--- config.mk ---
export PLATFORM = sky130hd
export DESIGN_NAME = exec_issue_queue
export DESIGN_NICKNAME = d
export VERILOG_FILES = /design/src/rtl/exec_issue_queue_pkg.sv /design/src/rtl/exec_issue_queue_ptr.sv /design/src/rtl/exec_issue_queue.sv
export SDC_FILE = /design/constraint.sdc
export NUM_CORES = 1
export LEC_CHECK = 0
export BUFFER_PORTS_ARGS = -buffer_cell sky130_fd_sc_hd__buf_2
export CORE_ASPECT_RATIO = 1.75
export CORE_MARGIN = 1.5
export CORE_UTILIZATION = 40
export CTS_BUF_LIST = sky130_fd_sc_hd__clkbuf_8
export DETAILED_ROUTE_END_ITERATION = 16
export PLACE_DENSITY = 0.57
export SYNTH_ARGS = -nofsm -noshare
export SYNTH_HDL_FRONTEND = slang
export SYNTH_SLANG_ARGS = --single-unit
--- constraint.sdc ---
create_clock -name clk -period 4.44 [get_ports clk]
set_input_delay 0.444 -clock clk [delete_from_list [all_inputs] [get_ports clk]]
set_output_delay 0.444 -clock clk [all_outputs]
set_load 0.05 [all_outputs]
--- src/rtl/exec_issue_queue_pkg.sv ---
// ----------------------------------------------------------------------------
// exec_issue_queue_pkg
//
// Purpose:
//   Shared constants and helpers for the in-order issue buffer that sits
//   directly upstream of exec.
//
// Contents:
//   LEN_EXEC_INFO : width of one packed exec_info word. It must match the
//                   width used by exec and by instruction decode.
//   IQ_DEPTH      : default number of queue entries.
//   is_pow2()     : elaboration-time check that a depth is a power of two
//                   and at least 2.
// ----------------------------------------------------------------------------
package exec_issue_queue_pkg;

    // Width of one packed exec_info word, shared with exec and decode.
    localparam int LEN_EXEC_INFO = 32;

    // Default queue depth. The pointers rely on natural wrap, so any depth
    // used here must be a power of two.
    localparam int IQ_DEPTH = 4;

    // True when value is a power of two and at least 2.
    function automatic bit is_pow2(input int value);
        return (value >= 2) && ((value & (value - 1)) == 0);
    endfunction

endpackage : exec_issue_queue_pkg

--- src/rtl/exec_issue_queue_ptr.sv ---
// ----------------------------------------------------------------------------
// exec_iq_ptr
//
// Purpose:
//   Next-state logic for the issue queue read pointer, write pointer and
//   occupancy count. This block is purely combinational. The registers live
//   in exec_issue_queue.
//
// Ports:
//   push      in   1      an entry is written this cycle
//   pop       in   1      the head entry is issued to exec this cycle
//   flush     in   1      drop every entry; highest priority
//   rd_ptr_q  in   PW     current read pointer
//   wr_ptr_q  in   PW     current write pointer
//   count_q   in   CW     current occupancy
//   rd_ptr_d  out  PW     next read pointer
//   wr_ptr_d  out  PW     next write pointer
//   count_d   out  CW     next occupancy
// ----------------------------------------------------------------------------
module exec_iq_ptr
    import exec_issue_queue_pkg::*;
#(
    parameter  int DEPTH = IQ_DEPTH,
    localparam int PW    = $clog2(DEPTH),
    localparam int CW    = $clog2(DEPTH) + 1
) (
    input  logic          push,
    input  logic          pop,
    input  logic          flush,
    input  logic [PW-1:0] rd_ptr_q,
    input  logic [PW-1:0] wr_ptr_q,
    input  logic [CW-1:0] count_q,
    output logic [PW-1:0] rd_ptr_d,
    output logic [PW-1:0] wr_ptr_d,
    output logic [CW-1:0] count_d
);

    // Pointers advance independently and wrap modulo DEPTH through their
    // natural width. The count is kept separately so that full and empty
    // never alias. A flush zeroes everything and overrides any push or pop
    // in the same cycle.
    always_comb begin
        rd_ptr_d = rd_ptr_q;
        wr_ptr_d = wr_ptr_q;
        count_d  = count_q;

        if (flush) begin
            rd_ptr_d = '0;
            wr_ptr_d = '0;
            count_d  = '0;
        end else begin
            if (push) begin
                wr_ptr_d = wr_ptr_q + PW'(1);
            end
            if (pop) begin
                rd_ptr_d = rd_ptr_q + PW'(1);
            end

            // A push and a pop in the same cycle leave the occupancy unchanged.
            case ({push, pop})
                2'b10:   count_d = count_q + CW'(1);
                2'b01:   count_d = count_q - CW'(1);
                default: count_d = count_q;
            endcase
        end
    end

endmodule : exec_iq_ptr

--- src/rtl/exec_issue_queue.sv ---
// ----------------------------------------------------------------------------
// exec_issue_queue
//
// Purpose:
//   In-order issue buffer in front of exec. It holds up to DEPTH packed
//   exec_info words from decode/operand-read and offers the oldest one to
//   exec through the order/accepted handshake. An entry is removed only when
//   exec accepts it. A flush (branch hazard or jump redirect) discards every
//   queued entry.
//
// Ports:
//   clk        in   1         clock; all state updates on posedge
//   rst        in   1         synchronous, active-high reset
//   in_valid   in   1         upstream offers in_info this cycle
//   in_ready   out  1         queue can take an entry (not full)
//   in_info    in   LEN_EI    exec_info word to enqueue
//   flush      in   1         drop all entries (redirect)
//   exec_busy  in   1         exec has a multi-cycle op in flight
//   order      out  1         head entry offered to exec
//   accepted   in   1         exec took the head entry this cycle
//   exec_info  out  LEN_EI    head entry; all-zero when empty
//   count      out  CW        occupancy, 0..DEPTH
// ----------------------------------------------------------------------------
module exec_issue_queue
    import exec_issue_queue_pkg::*;
#(
    parameter int DEPTH  = IQ_DEPTH,
    parameter int LEN_EI = LEN_EXEC_INFO
) (
    input  logic                     clk,
    input  logic                     rst,
    input  logic                     in_valid,
    output logic                     in_ready,
    input  logic [LEN_EI-1:0]        in_info,
    input  logic                     flush,
    input  logic                     exec_busy,
    output logic                     order,
    input  logic                     accepted,
    output logic [LEN_EI-1:0]        exec_info,
    output logic [$clog2(DEPTH):0]   count
);

    localparam int PW = $clog2(DEPTH);
    localparam int CW = $clog2(DEPTH) + 1;

    // Pointer wrap depends on DEPTH being a power of two.
    if (!is_pow2(DEPTH)) begin : g_depth_check
        $error("exec_issue_queue: DEPTH must be a power of two and >= 2");
    end

    logic [PW-1:0]     rd_ptr_q;
    logic [PW-1:0]     rd_ptr_d;
    logic [PW-1:0]     wr_ptr_q;
    logic [PW-1:0]     wr_ptr_d;
    logic [CW-1:0]     count_q;
    logic [CW-1:0]     count_d;
    logic [LEN_EI-1:0] mem_q [DEPTH];
    logic [LEN_EI-1:0] mem_d [DEPTH];

    logic              empty;
    logic              full;
    logic              push;
    logic              pop;

    // Handshake decode. Every output here comes only from registered state
    // plus exec_busy and flush, so accepted cannot loop back into order.
    // A full queue refuses in_valid even in a cycle where the head is popped,
    // which keeps in_ready a function of registered state alone.
    always_comb begin
        empty     = (count_q == '0);
        full      = (count_q == CW'(DEPTH));
        in_ready  = ~full;
        order     = ~empty & ~exec_busy & ~flush;
        push      = in_valid & in_ready & ~flush;
        pop       = accepted & order;
        exec_info = empty ? '0 : mem_q[rd_ptr_q];
        count     = count_q;
    end

    // Entry storage. A push writes the slot at the write pointer. The head
    // slot is therefore never written while it is being presented, so
    // exec_info stays stable until exec accepts it.
    always_comb begin
        mem_d = mem_q;
        if (push) begin
            mem_d[wr_ptr_q] = in_info;
        end
    end

    // Pointer and count next-state logic. A flush clears everything.
    exec_iq_ptr #(
        .DEPTH (DEPTH)
    ) u_ptr (
        .push     (push),
        .pop      (pop),
        .flush    (flush),
        .rd_ptr_q (rd_ptr_q),
        .wr_ptr_q (wr_ptr_q),
        .count_q  (count_q),
        .rd_ptr_d (rd_ptr_d),
        .wr_ptr_d (wr_ptr_d),
        .count_d  (count_d)
    );

    // Control state registers. Reset has the same effect as a flush and
    // wins over any activity in the same cycle.
    always_ff @(posedge clk) begin
        if (rst) begin
            rd_ptr_q <= '0;
            wr_ptr_q <= '0;
            count_q  <= '0;
        end else begin
            rd_ptr_q <= rd_ptr_d;
            wr_ptr_q <= wr_ptr_d;
            count_q  <= count_d;
        end
    end

    // Storage registers have no reset. A slot is only read after it has
    // been written, so stale contents are never visible.
    always_ff @(posedge clk) begin
        mem_q <= mem_d;
    end

`ifndef SYNTHESIS
    // Exec must not accept while busy. The RTL already ignores such a pulse
    // because order is low while exec_busy is high. This check makes the
    // protocol violation visible in simulation.
    always_ff @(posedge clk) begin
        if (!rst && accepted && exec_busy) begin
            $error("exec_issue_queue: accepted asserted while exec_busy=1");
        end
    end
`endif

endmodule : exec_issue_queue

# After elaboration in Yosys (flattened, before gate mapping)
# Index checks and enable logic that the tools add are counted.
# W data, S select, Z words.
# word_totals
ff_bits	135
input_bits	38
wordCells	40
# op_classes
add_sub_neg	4
order_cmp	3
eq_ne	3
mux	8
n_bitwise	11
n_reduce_logical	4
# ops
operator	count
$bwmux W128	1
$mux W32	4
$bmux W32 S2	1
$demux W32 S2	1
$ge A3 B3 Y1 const B	2
$not A2 Y3	2
$pmux W3 S2	1
$and A1 B1 Y1	5
$add A2 B1 Y2 const B	2
$not A1 Y1	4
$add A3 B1 Y3 const B	1
$eq A3 B3 Y1 const B	1
$logic_not A3 Y1	1
$lt A3 B1 Y1 const B	1
$sub A3 B1 Y3 const B	1
$eq A2 B1 Y1 const B	1
$eq A2 B2 Y1 const B	1
$reduce_bool A2 Y1	1
$reduce_or A2 Y1	1
$logic_and A1 B1 Y1	1

# Longest topological paths before layout
# Gate-level depths: netlist of the first run.
# logic_depth
ltp_word	7
mapped_depth	9

# Modules after synthesis
# Synthesis of the first run repeated with hierarchy kept, for this count alone.
# hier_totals
cells_unflattened	249
hier_area_um2	5278.8
# modules_own_cells
module	instances	cells_per_inst	area_each_um2	seq_area_each_um2
exec_issue_queue	1	228	5133.7	3983.8
exec_iq_ptr	1	21	145.1	0.0

# Least setup slack after synthesis of the first run
# OpenSTA, ideal clock, no wires.
# synth_timing
path_type	reg-to-output
startpoint	register count_q[0], in the netlist count[0]
endpoint	output order
arrival_ns	2.142
required_time_ns	3.996
path_slack_ns	1.854
stages_incl_launch_ff	4
path_cell_list	dfxtp_1 > nor3_4 > buf_6 > nor3_1
# synth_via
elab_chain_len	4
# synth_lines
element	line_no	text
start, declared	exec_issue_queue.sv:55	logic [CW-1:0] count_q;
start signal, assigned	exec_issue_queue.sv:115	count_q <= count_d;
$logic_not A3 Y1	exec_issue_queue.sv:70	empty = (count_q == '0);
$not A1 Y1	exec_issue_queue.sv:73	order = ~empty & ~exec_busy & ~flush;
$and A1 B1 Y1 (2 in a row)	exec_issue_queue.sv:73	
end, declared	exec_issue_queue.sv:37	output logic order,
# Every way passes these cells.

# Final worst setup path of the first run
# layout_timing
startpoint	register rd_ptr_q[0]
endpoint	output exec_info[27]
# layout_via
elab_chain_len	5
# layout_lines
element	line_no	text
start, declared	exec_issue_queue.sv:51	logic [PW-1:0] rd_ptr_q;
start signal, assigned	exec_issue_queue.sv:113	rd_ptr_q <= rd_ptr_d;
$not A2 Y3 (not written as such)	exec_issue_queue.sv:76	exec_info = empty ? '0 : mem_q[rd_ptr_q];
$bmux W32 S2	exec_issue_queue.sv:76	
$mux W32 (not written as such) (2 in a row)	exec_issue_queue.sv:76	
$mux W32	exec_issue_queue.sv:76	
end, declared	exec_issue_queue.sv:39	output logic [LEN_EI-1:0] exec_info,
# Every way passes these cells. The select of a mux whose other input is x is not followed.

==> reports/metrics.cfg, run 1 <==
[run_status]
status = finished, final reports clean

[cells_and_area]
fillers = 1165
fin_nets = 385
drive_gt1_share_pct = 44.4
regArea_mm2 = 0.00399
multi_input_area_mm2 = 0.00130
area_growth_pct = 16.4
final_util_pct = 47.3

[clocking]
htreeDepth = 4
root_buffer = clkbuf_8
cts_num_sinks = 135
cts_resized = 0
clk_path_buf_depth = 2
cts_hold_buffers = 0
post-cts-setup-buffers = 0
cts_buffers = 17
clk_pin_slew_ps = 80
tritoncts = built
clock_latency_ps = 430

[sta]
slew_headroom_pct = 36.5
hold_viol_final = 0
setup_viol = 0
fmaxAchievable_mhz = 330
finalCritPeriodShare_pct = 68.2
tightestPinTransition_ps = 953
period_needed_ps = 3030
rsz0062_at_grt = no
setup-tns-final_ps = 0
drv_slew = 0
skew_ps = 9.00

[yosys]
synth_cell_types = 30
synth.most_common_cell = edfxtp_1
async_flop_share_pct = 0
synth_common_cells = 128 x edfxtp_1, 32 x mux4_2, 19 x nor2b_1
yosys.area.top_type = edfxtp_1
yosysWarnings = 0
ys_seq_area_share_pct = 73.6
ys_ff_latch = 135
synthCells = 257
synthesis.nets = 301
syn-cell-area_mm2 = 0.00541
synth-edff-count = 128
postSynthAreaPerCell_um2 = 21.1
ys_top_cells_by_area = edfxtp_1 71%, mux4_2 13%, dfxtp_1 2.6%, nor2b_1 2.2%, nor2b_4 2.0%
synth_ff_type = edfxtp_1
synth_top_area_share_pct = 71.0

[global_route]
grt.total_usage_pct = 15.0
antenna_found_initial = 1
grt_max_degree = 38
grt_pass1_wl_mm = 15.3
grt_overflow = 0
grt_pass1_vias = 2788

[die]
boundaryPins = 75
die_height_um = 157
start_util_pct = 40.6
dieArea_mm2 = 0.0143
die_x_um = 90.9
core_mm2 = 0.0133
placementRows = 56

[drt]
wl_per_cell_um = 18.9
post-route-drc-count = 0
viasPerCell = 4.91
drt_iter0_markers = 89
ant_nets = 0
wl_mm = 10.0
num_vias = 2595
firstDrtPassIters = 4

[setup_path]
critPathTopFamily = buffers and inverters
start_kind = flip-flop
crit_type = reg2out
cp_max_fo = 20
path_cells = buf_4 -> mux4_2 -> nor2b_1 -> buf_2
critPathCaptureType = primary output
cp.required_ps = 4000
arrival_ps = 2590
max_stage_delay_ps = 710
slowest_stage = dfxtp_2
path_buf_inv = 2

[placed_design]
numPortBuffers = 74
gp_congestion = 0.709
dp_hpwl_mm = 5.85

[power]
peakVddDrop_uv = 279
p_per_area_mw_per_mm2 = 395
leakagePower_nw = 2.15

[hold_path]
hold_class = in2reg

[run]
drv_cap = 0

[logic make-up after synthesis]
logic type	share of synthesized area, %
AO/OA/AOI/OAI	1.06
XOR/XNOR	0.324
adder cells (fa/ha/maj)	1.53
buffers and inverters	2.45
flip-flops	73.6
multiplexers	13.5
AND/OR/NAND/NOR	7.49
[worst paths after layout]
kind          startpoint             to  slack, ps  cells past startpoint
max          rd_ptr_q[0]  exec_info[27]       1410                      4
min           in_info[0]      mem_q[96]        220                      1
max reg2reg     count[0]       count[2]       2120                      9
min reg2reg  wr_ptr_q[0]    wr_ptr_q[0]        540                      2
[cell type report]
cell class,instances,area share [%]
flip-flops and latches,135,63.3
multi-input cells,103,20.6
repair buffers,76,6.12
clock buffers,17,3.71
well taps,174,3.46
clock inverters,15,2.30
inverters,8,0.477
diodes,1,0.0397
[worst reg2reg max path: stages, from the launching register on]
cell      delay (ps)
dfxtp_1          480
nor3_4            70
buf_4            320
nor2_1           180
ha_1             190
inv_1             60
fa_1             380
xor2_1           160
or3_1            300
a21boi_1         130
[sequential cells by signal, summed over array words and instances, names as in the netlist]
name      count
mem_q       128
wr_ptr_q      2
rd_ptr_q      2
count         3
[cell usage in the layout, fill, tap and decap left out]
cell / n
a21boi_1: 3
a21oi_1: 1
and2_2: 4
and2b_1: 5
buf_2: 74
buf_4: 2
bufinv_16: 1
clkbuf_8: 17
clkinv_1: 1
clkinv_4: 4
clkinvlp_4: 4
dfxtp_1: 5
dfxtp_2: 2
diode_2: 1
edfxtp_1: 128
fa_1: 1
ha_1: 5
inv_1: 7
inv_2: 1
inv_6: 4
inv_8: 1
mux2i_1: 1
mux4_2: 32
nand2_1: 1
nand3_1: 2
nor2_1: 3
nor2b_1: 19
nor2b_4: 8
nor3_1: 4
nor3_4: 1
nor3b_2: 2
o211ai_1: 1
o21ai_0: 3
o31ai_1: 1
or3_1: 3
or3b_1: 1
xor2_1: 2
[per-stage QoR]
stage               setup slack [ps]  std cells  area, um2  power, mW  hold WS, ps
finish                          1410        529       6300       2.49          220
global route                    1200        529       6300       2.57          199
detailed placement              1800        496       5920       1.58          525
CTS                             1300        528       6300       2.52          192
floorplan                       1850        257       5410       1.52          482
global placement                1790        496       5920       1.57          507
[report_power, final]
group	internal [mW]	total (mW)	switching (mW)
combinational	0.0436	0.125	0.0813
sequential	1.41	1.42	0.00590
clock	0.453	0.946	0.493
[per-layer routing]
| layer | up-vias | wire [um] | track usage [%] |
|---|---|---|---|
| met5 | - | 0 | 0 |
| met4 | 0 | 172 | 6.92 |
| met3 | 13 | 358 | 3.94 |
| met2 | 62 | 5690 | 27.5 |
| met1 | 1333 | 3790 | 15.9 |
| li1 | 1187 | - | - |
Note: power is estimated with default switching activity, not from simulation.
==> run 2: changes to the inputs <==
Settings changed: PLACE_DENSITY 0.57 to 0.59.
Clock period 4.44 ns to 2.4 ns, I/O delays scaled along.
==> run 2 against run 1 <==
  * Setup slack worse by 1300 ps
  * Largest power group unchanged
  * Critical path type unchanged
  * Sequential share of layout area decreased by 3.7 points
  * Non-clock buffer count up 32
==> reports/metrics.cfg, run 2 (synthesis gave the netlist of run 1 again) <==
[run_status]
status = finished, final reports clean  ; unchanged

[sta]
hold_viol_final = 0  ; unchanged
setup-tns-final_ps = 0  ; unchanged
finalCritPeriodShare_pct = 93.4
period_needed_ps = 2240
hold_slack_ps = 42.7  ; was 220 ps
drv_slew = 0  ; unchanged
tightestPinTransition_ps = 599  ; was 953 ps
rsz0062_at_grt = no  ; unchanged
fmaxAchievable_mhz = 446
slew_headroom_pct = 60.1  ; was 36.5%
setup_viol = 0  ; unchanged
skew_ps = 8.23  ; was 9.00 ps

[drt]
drt_iter0_markers = 77  ; was 89
num_vias = 2732  ; was 2,595
firstDrtPassIters = 4  ; unchanged
ant_nets = 0  ; unchanged
wl_mm = 10.0  ; about the same
wl_per_cell_um = 18.0  ; was 18.9 um
viasPerCell = 4.90  ; was 4.91
post-route-drc-count = 0  ; unchanged

[placed_design]
dp_hpwl_mm = 5.58  ; was 5.85 mm
gp_congestion = 0.728  ; was 0.709
numPortBuffers = 74  ; unchanged
placed_area_mm2 = 0.00603  ; was 0.00592 mm2

[clocking]
clock_latency_ps = 420  ; was 430 ps
htreeDepth = 4  ; unchanged
cts_resized = 0  ; unchanged
cts_hold_buffers = 27  ; was 0
cts_num_sinks = 135  ; unchanged
cts_buffers = 17  ; unchanged
clk_pin_slew_ps = 70  ; was 80 ps
tritoncts = built  ; unchanged
clk_path_buf_depth = 2  ; unchanged
root_buffer = clkbuf_8  ; unchanged
post-cts-setup-buffers = 0  ; unchanged

[cells_and_area]
layout_common_cells = 128 x edfxtp_1, 74 x buf_2, 32 x mux4_2  ; unchanged
fin_nets = 417  ; was 385
drive_gt1_share_pct = 42.2  ; was 44.4%
design_area_mm2 = 0.00670  ; was 0.00630 mm2
layout_commonest_cell = edfxtp_1  ; unchanged
largest-register = mem_q  ; unchanged
regArea_mm2 = 0.00399  ; about the same
largest_reg_flops = 128  ; unchanged
multi_input_area_mm2 = 0.00130  ; unchanged
fillers = 1144  ; was 1,165
diodes = 0  ; was 1
area_growth_pct = 23.8  ; was 16.4%

[setup_path]
critPathCaptureType = primary output  ; unchanged
arrival_ps = 2000  ; was 2590 ps
start_kind = flip-flop  ; unchanged
max_stage_delay_ps = 540  ; was 710 ps
cp_max_fo = 35  ; was 20
crit_type = reg2out  ; unchanged
slowest_stage = mux4_2  ; was dfxtp_2
path_buf_inv = 2  ; unchanged
path_cells = buf_12 -> mux4_2 -> nor2b_1 -> buf_2  ; was buf_4 -> mux4_2 -> nor2b_1 -> buf_2
critPathTopFamily = multiplexers  ; was buffers and inverters
cp.required_ps = 2160  ; was 4000 ps

[die]
die_height_um = 157  ; unchanged
placementRows = 56  ; unchanged
die_x_um = 90.9  ; unchanged
core_mm2 = 0.0133  ; unchanged
boundaryPins = 75  ; unchanged
dieArea_mm2 = 0.0143  ; unchanged
start_util_pct = 40.6  ; unchanged

[global_route]
grt_pass1_vias = 2867  ; was 2,788
grt_pass1_wl_mm = 15.6  ; was 15.3 mm
antenna_found_initial = 0  ; was 1
grt_max_degree = 37  ; was 38
grt.total_usage_pct = 15.2  ; was 15.0%
grt_overflow = 0  ; unchanged

[power]
leakagePower_nw = 2.32  ; was 2.15 nW
peakVddDrop_uv = 423  ; was 279 uV
finalPower_mw = 4.74  ; was 2.49 mW
p_per_area_mw_per_mm2 = 708  ; was 395 mW/mm2

[run]
drv_cap = 0  ; unchanged

[hold_path]
hold_class = in2reg  ; unchanged

[run 2: power breakdown]
group	total [mW]	switching (mW)	internal, mW
combinational	0.272	0.158	0.115
sequential	2.62	0.00939	2.61
clock	1.85	0.835	1.01
total	4.74	1.00	3.74
[run 2: path summary, 6_finish.rpt]
check / startpoint / to / slack, ps / depth (start not counted)
max reg2reg: count[2] / count[2] / 240 / 9
min: in_info[21] / mem_q[21] / 40 / 1
min reg2reg: rd_ptr_q[1] / rd_ptr_q[1] / 480 / 2
max: rd_ptr_q[0] / exec_info[27] / 160 / 4
[run 2: layout make-up]
type / instances / area share [%]
clock buffers: 17 / 3.49
clock inverters: 13 / 2.37
inverters: 8 / 0.448
multi-input cells: 103 / 19.4
flip-flops and latches: 135 / 59.6
well taps: 174 / 3.25
repair buffers: 108 / 11.5
[run 2: through the flow]
step	setup WS (ps)	std cells	utilization, %
3_3_place_gp	165	501	45.3
2_1_floorplan	21.4	257	-
3_5_place_dp	113	501	45.3
4_1_cts	61.8	558	50.3
6_report	158	558	50.3
5_1_grt	32.9	558	50.3
[run 2: metal layers]
layer | vias to the layer above | share of wire [%] | track usage [%]
li1 | 1251 | - | -
met1 | 1401 | 39 | 16.7
met2 | 66 | 55 | 27.3
met3 | 14 | 3.5 | 3.55
met4 | 0 | 1.8 | 7.89
met5 | - | 0 | 0
[run 2: worst register-to-register path: cells and delay by family (launching register included)]
kind                     cells  cell delay (ps)
AO/OA/AOI/OAI                1              150
AND/OR/NAND/NOR              3              740
flip-flops                   1              380
adder cells (fa/ha/maj)      2              540
XOR/XNOR                     1              150
buffers and inverters        2              140
==> run 3: changes to the inputs <==
Settings changed: SYNTH_HIERARCHICAL set to 1.
==> run 3 against run 2 <==
  * Die area is 2.4% lower
  * Sequential share of layout area rose by 1.5 points
  * Hold slack lost 17 ps
  * Via count decreased by 1.8%
  * Sequential cell count unchanged
  * Global-route usage decreased by 0.13 points
  * First-iteration DRC count increased by 42%
  * Core utilization rose by 0.23 points
  * Fmax down 1.5%
  * Sequential power about the same
  * Non-clock buffer count decreased by 2
  * Critical endpoint is now exec_info[28]
  * Largest power group unchanged
  * Highest routed layer unchanged
==> reports/metrics.cfg, run 3 <==
[run_status]
status = finished, final reports clean  ; unchanged

[clocking]
tritoncts = built  ; unchanged
root_buffer = clkbuf_8  ; unchanged
cts_buffers = 17  ; unchanged
cts_num_sinks = 135  ; unchanged
htreeDepth = 4  ; unchanged
clock_latency_ps = 430  ; was 420 ps
clk_pin_slew_ps = 80  ; was 70 ps
clk_path_buf_depth = 2  ; unchanged

[placed_design]
dp_hpwl_mm = 6.05  ; was 5.58 mm
gp_congestion = 0.679  ; was 0.728
numPortBuffers = 74  ; unchanged
place_ws_ps = 79.3  ; was 113 ps
placed_area_mm2 = 0.00599  ; was 0.00603 mm2

[cells_and_area]
largest_reg_flops = 128  ; unchanged
layout_commonest_cell = edfxtp_1  ; unchanged
drive_gt1_share_pct = 43.2  ; was 42.2%
fin_nets = 404  ; was 417
diodes = 0  ; unchanged
regArea_mm2 = 0.00399  ; about the same
fillers = 1135  ; was 1,144
area_growth_pct = 23.8  ; about the same
layout_common_cells = 128 x edfxtp_1, 74 x buf_2, 32 x and2_1  ; was 128 x edfxtp_1, 74 x buf_2, 32 x mux4_2
design_area_mm2 = 0.00654  ; was 0.00670 mm2
largest-register = mem_q  ; unchanged
multi_input_area_mm2 = 0.00126  ; was 0.00130 mm2

[setup_path]
arrival_ps = 2040  ; was 2000 ps
path_buf_inv = 2  ; unchanged
path_cells = buf_12 -> mux4_1 -> and2_1 -> buf_2  ; was buf_12 -> mux4_2 -> nor2b_1 -> buf_2
reg2reg_from = count[2]  ; unchanged
cp.required_ps = 2160  ; about the same
crit_type = reg2out  ; unchanged
max_stage_delay_ps = 600  ; was 540 ps
critPathCaptureType = primary output  ; unchanged
critPathTopFamily = multiplexers  ; unchanged
slowest_stage = mux4_1  ; was mux4_2
cp_max_fo = 22  ; was 35
startpoint = rd_ptr_q[0]  ; unchanged
start_kind = flip-flop  ; unchanged

[yosys]
postSynthAreaPerCell_um2 = 21.2  ; was 21.1 um2
yosys.area.top_type = edfxtp_1  ; unchanged
synth_ff_type = edfxtp_1  ; unchanged
synth-edff-count = 128  ; unchanged
ys_ff_latch = 135  ; unchanged
async_flop_share_pct = 0  ; unchanged
ys_top_cells_by_area = edfxtp_1 73%, mux4_2 13%, and2_1 3.8%, dfxtp_1 2.7%, buf_12 1.1%  ; was edfxtp_1 71%, mux4_2 13%, dfxtp_1 2.6%, nor2b_1 2.2%, nor2b_4 2.0%
synthXorXnorAreaFrac_pct = 0.995  ; was 0.324%
synth_cell_types = 27  ; was 30
synth_top_family_by_area = multiplexers  ; unchanged
ys_seq_area_share_pct = 75.5  ; was 73.6%
yosysWarnings = 6  ; was 0
yosys.area_share.adder_pct = 0.616  ; was 1.53%
synthesis.nets = 289  ; was 301
synth_top_area_share_pct = 72.8  ; was 71.0%
synthCells = 249  ; was 257
syn-cell-area_mm2 = 0.00528  ; was 0.00541 mm2
synth.most_common_cell = edfxtp_1  ; unchanged
yosys.area_share.simple_pct = 6.76  ; was 7.49%
synth_common_cells = 128 x edfxtp_1, 32 x and2_1, 30 x mux4_2  ; was 128 x edfxtp_1, 32 x mux4_2, 19 x nor2b_1
synthMuxAreaShare_pct = 14.0  ; was 13.5%
synth_compound_area_share_pct = 0.190  ; was 1.06%

[sta]
period_needed_ps = 2280  ; was 2240 ps
setup_slack_ps = 125  ; was 158 ps
hold_slack_ps = 25.6  ; was 42.7 ps
tightestPinTransition_ps = 437  ; was 599 ps
slew_headroom_pct = 70.5  ; was 60.1%
hold_viol_final = 0  ; unchanged
fmaxAchievable_mhz = 439  ; was 446 MHz
skew_ps = 12.7  ; was 8.23 ps
finalCritPeriodShare_pct = 94.8  ; was 93.4%
setup_viol = 0  ; unchanged
drv_slew = 0  ; unchanged

[drt]
num_vias = 2683  ; was 2,732
viasPerCell = 4.90  ; about the same
post-route-drc-count = 0  ; unchanged
firstDrtPassIters = 4  ; unchanged
drt_iter0_markers = 109  ; was 77
wl_mm = 9.66  ; was 10.0 mm
wl_per_cell_um = 17.6  ; was 18.0 um
ant_nets = 0  ; unchanged

[global_route]
grt_overflow = 0  ; unchanged
grt_pass1_vias = 3026  ; was 2,867
grt_pass1_wl_mm = 15.5  ; was 15.6 mm
grt_max_degree = 27  ; was 37
antenna_found_initial = 0  ; unchanged
grt.total_usage_pct = 15.1  ; was 15.2%

[run]
drv_cap = 0  ; unchanged

[die]
die_x_um = 89.8  ; was 90.9 um
boundaryPins = 75  ; unchanged
die_height_um = 155  ; was 157 um
start_util_pct = 40.8  ; was 40.6%
placementRows = 55  ; was 56
dieArea_mm2 = 0.0139  ; was 0.0143 mm2
core_mm2 = 0.0129  ; was 0.0133 mm2

[power]
p_per_area_mw_per_mm2 = 716  ; was 708 mW/mm2
peakVddDrop_uv = 371  ; was 423 uV
leakagePower_nw = 2.28  ; was 2.32 nW

[hold_path]
min-delay-start = in_info[8]  ; was in_info[21]
hold_class = in2reg  ; unchanged

run 3: logic make-up (layout without fill, tap and decap cells):
| kind of cell | count (synthesis) | count (layout) |
|---|---|---|
| simple gates | 59 | 59 |
| fa+ha+maj | 2 | 2 |
| buf+inv | 12 | 140 |
| mux | 33 | 33 |
| xor+xnor | 6 | 6 |
| compound gates | 2 | 2 |
| flops | 135 | 135 |
run 3: per-stage QoR:
step | TNS, ps | utilization, % | total power [mW] | cells
after floorplan | 0 | - | 2.80 | 249
after global placement | 0 | 46.3 | 2.89 | 500
after detailed placement | 0 | 46.3 | 2.90 | 500
after CTS | 0 | 50.5 | 4.74 | 547
after global routing | -1.44 | 50.5 | 4.85 | 548
final | 0 | 50.5 | 4.68 | 548
run 3: layout make-up:
cell class	count	area share [%]
Sequential cell	135	61.0
Multi-Input combinational cell	102	19.3
Timing Repair Buffer	106	10.3
Clock buffer	17	3.58
Tap cell	171	3.27
Clock inverter	15	2.41
Inverter	2	0.115
run 3: worst paths after layout:
check,end,cells past startpoint,slack [ps]
worst min register to register,count[2],3,650
worst max-delay path,exec_info[28],4,120
worst min-delay path,mem_q[40],1,30
worst max register to register,count[2],9,160
run 3: routing by layer:
layer | wire length [um] | part of all wire [%] | track usage, %
met1 | 3580 | 37 | 15.5
met4 | 171 | 1.8 | 6.42
met3 | 401 | 4.2 | 4.64
met5 | 0 | 0 | 0
met2 | 5510 | 57 | 28.2
run 3: power breakdown:
part	internal (mW)	switching, mW	leakage (nW)
logic	0.0945	0.146	0.868
registers	2.61	0.0103	1.22
clock network	0.864	0.959	0.195
total	3.57	1.11	2.28
run 3: timing repair:
item | CTS | global route
gates resized for setup | 0 | 0
hold buffers | 15 | 0
buffers inserted | 0 | 1
setup endpoints to repair | 0 | 1
hold endpoints to repair | 54 | 0
